===== config.mk =====
export PLATFORM = sky130hd
export DESIGN_NAME = sha1_feeder
export DESIGN_NICKNAME = d
export VERILOG_FILES = /design/src/rtl/sha1_feeder.sv
export SDC_FILE = /design/constraint.sdc
export NUM_CORES = 1
export LEC_CHECK = 0
export BUFFER_PORTS_ARGS = -buffer_cell sky130_fd_sc_hd__buf_4
export CORE_ASPECT_RATIO = 1.5
export CORE_MARGIN = 4
export CORE_UTILIZATION = 55
export CTS_CLUSTER_SIZE = 8
export DETAILED_ROUTE_END_ITERATION = 12
export GPL_TIMING_DRIVEN = 0
export PLACE_DENSITY = 0.86
export SYNTH_ARGS = -nofsm -noshare
export SYNTH_HDL_FRONTEND = slang
export SYNTH_SLANG_ARGS = --single-unit

===== constraint.sdc =====
create_clock -name clk -period 3.05 [get_ports clk]
set_clock_uncertainty 0.05 [all_clocks]
set_input_delay 0.7625 -clock clk [delete_from_list [all_inputs] [get_ports clk]]
set_output_delay 0.7625 -clock clk [all_outputs]
set_load 0.01 [all_outputs]

===== src/rtl/sha1_feeder.sv =====
// Buffers big-endian message words in a 32-entry FIFO and sequences them into a SHA-1 round pipeline.
// Optional SHA1_FEEDER_BYTESWAP_EN byte-reverses each word as it is written into the FIFO.
module sha1_feeder (
  input  logic        clk,
  input  logic        rst_n,
  input  logic [31:0] in_data,
  input  logic        in_valid,
  output logic        in_ready,
  output logic [31:0] Din,
  output logic        load,
  output logic        phase_advance,
  output logic [6:0]  round,
  output logic        busy,
  output logic        block_done,
  output logic [1:0]  dbg_state
);

  // Handshake: a word transfers on a rising edge where in_valid && in_ready;
  // in_ready depends only on the registered FIFO count.

  typedef enum logic [1:0] {S_IDLE, S_LOAD, S_EXPAND, S_FLUSH} state_t;

  state_t      state_q, state_d;
  logic [31:0] mem [32];
  logic [4:0]  wr_ptr, rd_ptr;
  logic [5:0]  count;
  logic [5:0]  count_avail;
  logic [6:0]  round_d;
  logic [31:0] wr_word;
  logic        push, pop;
  logic        busy_d, phase_d, done_d;

  assign in_ready    = (count < 6'd32);
  assign push        = in_valid && in_ready;
  assign count_avail = count + {5'd0, push};
  assign dbg_state   = state_q;

`ifdef SHA1_FEEDER_BYTESWAP_EN
  assign wr_word = {in_data[7:0], in_data[15:8], in_data[23:16], in_data[31:24]};
`else
  assign wr_word = in_data;
`endif

  always_comb begin
    state_d = state_q;
    round_d = 7'd0;
    case (state_q)
      S_IDLE: begin
        if (count >= 6'd16) state_d = S_LOAD;
      end
      S_LOAD: begin
        round_d = round + 7'd1;
        if (round == 7'd15) state_d = S_EXPAND;
      end
      S_EXPAND: begin
        if (round == 7'd79) begin
          // A word arriving on round 79 can complete the next block with no bubble.
          if (count_avail >= 6'd16) state_d = S_LOAD;
          else                      state_d = S_FLUSH;
        end else begin
          round_d = round + 7'd1;
        end
      end
      S_FLUSH: state_d = S_IDLE;
      default: state_d = S_IDLE;
    endcase
  end

  always_comb begin
    pop     = (state_d == S_LOAD);
    busy_d  = (state_d == S_LOAD) || (state_d == S_EXPAND);
    done_d  = (state_d == S_EXPAND) && (round_d == 7'd79);
    phase_d = ((state_d == S_LOAD) && (round_d == 7'd0)) ||
              ((state_d == S_EXPAND) &&
               ((round_d == 7'd20) || (round_d == 7'd40) || (round_d == 7'd60))) ||
              (state_d == S_FLUSH);
  end

  // Outputs are registered from the next state so Din/load/phase_advance share a cycle.
  always_ff @(posedge clk or negedge rst_n) begin
    if (!rst_n) begin
      state_q       <= S_IDLE;
      round         <= 7'd0;
      load          <= 1'b0;
      Din           <= 32'd0;
      busy          <= 1'b0;
      phase_advance <= 1'b0;
      block_done    <= 1'b0;
      wr_ptr        <= 5'd0;
      rd_ptr        <= 5'd0;
      count         <= 6'd0;
    end else begin
      state_q       <= state_d;
      round         <= round_d;
      load          <= pop;
      Din           <= pop ? mem[rd_ptr] : 32'd0;
      busy          <= busy_d;
      phase_advance <= phase_d;
      block_done    <= done_d;
      if (push) wr_ptr <= wr_ptr + 5'd1;
      if (pop)  rd_ptr <= rd_ptr + 5'd1;
      count         <= count + {5'd0, push} - {5'd0, pop};
    end
  end

  always_ff @(posedge clk) begin
    if (push) mem[wr_ptr] <= wr_word;
  end

endmodule


==> metrics.md <==
| Metric | Value |
|---|---|
| Die H | 345 um |
| Drt wl/cell | 39.8 um |
| Final Hold Vio Count | 0 |
| Drt pass-1 iters | 6 |
| Total GRT Usage | 0.305 |
| Number of flops mapped to enable cells by yosys | 1024 |
| Cell count after synthesis | 1846 |
| Pre-CTS WS | -1380 ps |
| Clock root buffer | clkbuf_16 |
| Fill cells | 4198 |
| Die footprint | 80200 um^2 |
| Syn. warnings | 0 |
| Mapped Area | 41600 um^2 |
| Post-DRT Antenna Nets | 0 |
| Highest-count cells in the layout ignoring fill and taps | edfxtp_1, mux4_2, clkbuf_16 |
| Vias in the first global route | 23600 |
| Pins Over Slew Limit | 0 |
| Cell taking the most area after synthesis | edfxtp_1 |
| Largest net degree at the start of global routing | 62 |
| Routability congestion estimate | 0.816 |
| Seq/Total Area, Yosys | 0.776 |
| R2R setup slack | -890 ps |
| CTS tree | yes |
| Vias per cell | 7.21 |
| Max Fanout on Critical Path | 10 |
| Clock Path Buffers | 3 |
| DR iter-0 viols | 3973 |
| Post-Syn Area per Cell | 22.5 um^2 |
| Hold_ws | 155 ps |
| Core outline area | 74900 um^2 |
| Clock Latency Late Sink | 720 ps |
| Outcome | finished with violations |
| First-pass GRT wire length | 171 mm |
| Routed wire length | 128 mm |
| Synth unique cells | 47 |
| Layout net count | 2175 |
| Slew headroom | 0.204 |
| Clk slew on worst S/H paths | 50 ps |
| # setup viols final | 42 |
| Violated checks | setup timing |
| IO Pins | 81 |
| Initial Utilization | 0.555 |
| Total power | 32500 uW |
| Power Dens Cells | 659 nW/um^2 |
| Metal2 WL | 64.0 mm |
| Worst slew pin tran | 1190 ps |
| Hold Buf Count CTS | 0 |
| Clock Sinks | 1085 |
| Crit. End Element | register |
| Hold WC Path Type | input pin to asynchronous set/reset pin |
| Remaining DRCs | 0 |
| Max cap viols | 0 |
| Unrepaired setup endpoints after global routing | true |
| Fin crit share | 1.29 |
| Top cell type's share of synthesized area | 0.739 |
| Synth top area cells | edfxtp_1, mux4_2, dfrtp_1 |
| P_leak | 0.0155 uW |
| CP Class | register to register |
| Row cnt | 123 |
| Cts bufs inserted | 153 |
| Wl on met1 | 37.3 mm |
| Post-synthesis async set-or-reset flop share | 0.0562 |
| Max frequency | 254 MHz |
| Final min period | 3940 ps |
| #FFs+latches synth | 1085 |
| DR vias | 23200 |
| Largest vdd supply drop | 0.490 mV |
| Antenna violations before repair | 6 |
| Post-Syn Nets | 1897 |
| Critical path data arrival time | 4390 ps |
| Top routing layer in use | met5 |
| Worst Path Required | 3500 ps |
| Top_reg_cell synth | edfxtp_1 |
| Share of cells above drive strength 1 | 0.302 |
| Worst Setup Start Kind | register |
| CTS H-tree lvls | 4 |
| Slack of the critical path | -885 ps |
| Layout area overhead | 18.5% |
| Commonest non-fill, non-tap cell in the layout | edfxtp_1 |
| Die W | 233 um |
| Detail Placement HPWL | 67.3 mm |
| Port Buf Inserts | 80 |
| Congestion Overflow GR | 0 |
| Met3 WL post-DR | 15.1 mm |
-- final timing paths --
kind                                        start                  end  cells after the start
max in group asynchronous                   rst_n   round[0]$_DFF_PN0_                      1
min in group clk                       in_data[4]  mem[4][4]$_DFFE_PP_                      1
min                                         rst_n    Din[26]$_DFF_PN0_                      1
max reg2reg                dbg_state[1]$_DFF_PN0_     Din[5]$_DFF_PN0_                     12
max                        dbg_state[1]$_DFF_PN0_     Din[5]$_DFF_PN0_                     12
min reg2reg                    round[0]$_DFF_PN0_   round[0]$_DFF_PN0_                      1
-- power breakdown --
part           switching, uW  internal [uW]
Sequential              2.91          16300
Clock                   6510           9390
Combinational            236           33.8
Total                   6750          25700
-- sequential cells by signal, indices dropped and copies added (netlist names) --
signal         flops
Din               32
block_done         1
busy               1
count              6
dbg_state          2
load               1
mem             1024
phase_advance      1
rd_ptr             5
round              7
wr_ptr             5
-- cell usage after synthesis, types with 2 or more instances --
cell type,count
nand2_1,13
a31oi_1,4
buf_2,28
mux4_1,38
mux4_2,218
inv_1,13
ha_1,16
and3_1,3
nor2b_1,5
buf_4,3
a31o_2,2
nor3_1,4
edfxtp_1,1024
nor4_1,34
a22o_1,32
nand3_1,9
clkbuf_1,38
dfrtp_1,61
xor2_1,4
or3b_2,2
mux2i_1,64
o21ai_0,44
a32oi_1,2
or3_1,3
buf_6,27
buf_12,4
nand3b_1,3
nand4_1,4
o22ai_1,32
nor2_1,79
xnor2_1,17
-- critical path: stages, from the launching register on --
cell and delay (ps):
dfrtp_1 450, inv_1 140, ha_1 280, nor2_1 150, nand3_1 350, a21boi_0 370
o22a_1 240, a21o_1 140, ha_4 210, clkbuf_16 170, buf_6 150, o21ai_0 140
nor4_1 870
-- kinds of logic (layout without fill, tap and decap cells) --
| logic type | count (synthesis) | after routing | share of synthesized area |
|---|---|---|---|
| fa+ha+maj | 16 | 16 | 0.00481 |
| compound gates | 126 | 126 | 0.0202 |
| simple gates | 162 | 162 | 0.0187 |
| mux | 321 | 321 | 0.158 |
| other cells | 0 | 4 | 0 |
| buf+inv | 115 | 477 | 0.0183 |
| xor+xnor | 21 | 21 | 0.00442 |
| flops | 1085 | 1085 | 0.776 |
-- stage by stage --
stage	cell area [um^2]	utilization	setup TNS (ps)	instances
floorplan	41800	-	-457	1846
global placement	43600	0.582	-767350	2926
detailed placement	44400	0.593	-41370	2958
CTS	49100	0.655	0	3204
global route	49300	0.657	-11900	3209
finish	49300	0.658	-12670	3212
-- metal layers --
layer  global-route usage  vias up
met4                0.197        6
met3               0.0720      696
met5                    0        -
met2                0.519     2430
met1                0.347    11700
li1                     -     8349
-- area by class of cell --
cell class	count	area, um^2	share of cell area
antenna	4	10.0	0.000203
buffer	100	768	0.0156
clock buffer	226	4170	0.0845
clock inverter	13	193	0.00391
inverter	13	48.8	0.000990
multi-input combinational	646	9200	0.187
sequential	1085	32300	0.655
tap	1000	1250	0.0254
timing repair buffer	125	1370	0.0278
-- what timing repair did --
| action | in CTS | in global routing |
|---|---|---|
| hold endpoints to repair | 0 | 0 |
| endpoints found under the setup margin | 43 | 30 |
| gates resized for setup | 46 | 37 |
| pin swaps | 11 | 20 |
| buffers inserted | 8 | 5 |
Power figures use the tool's default switching activity.
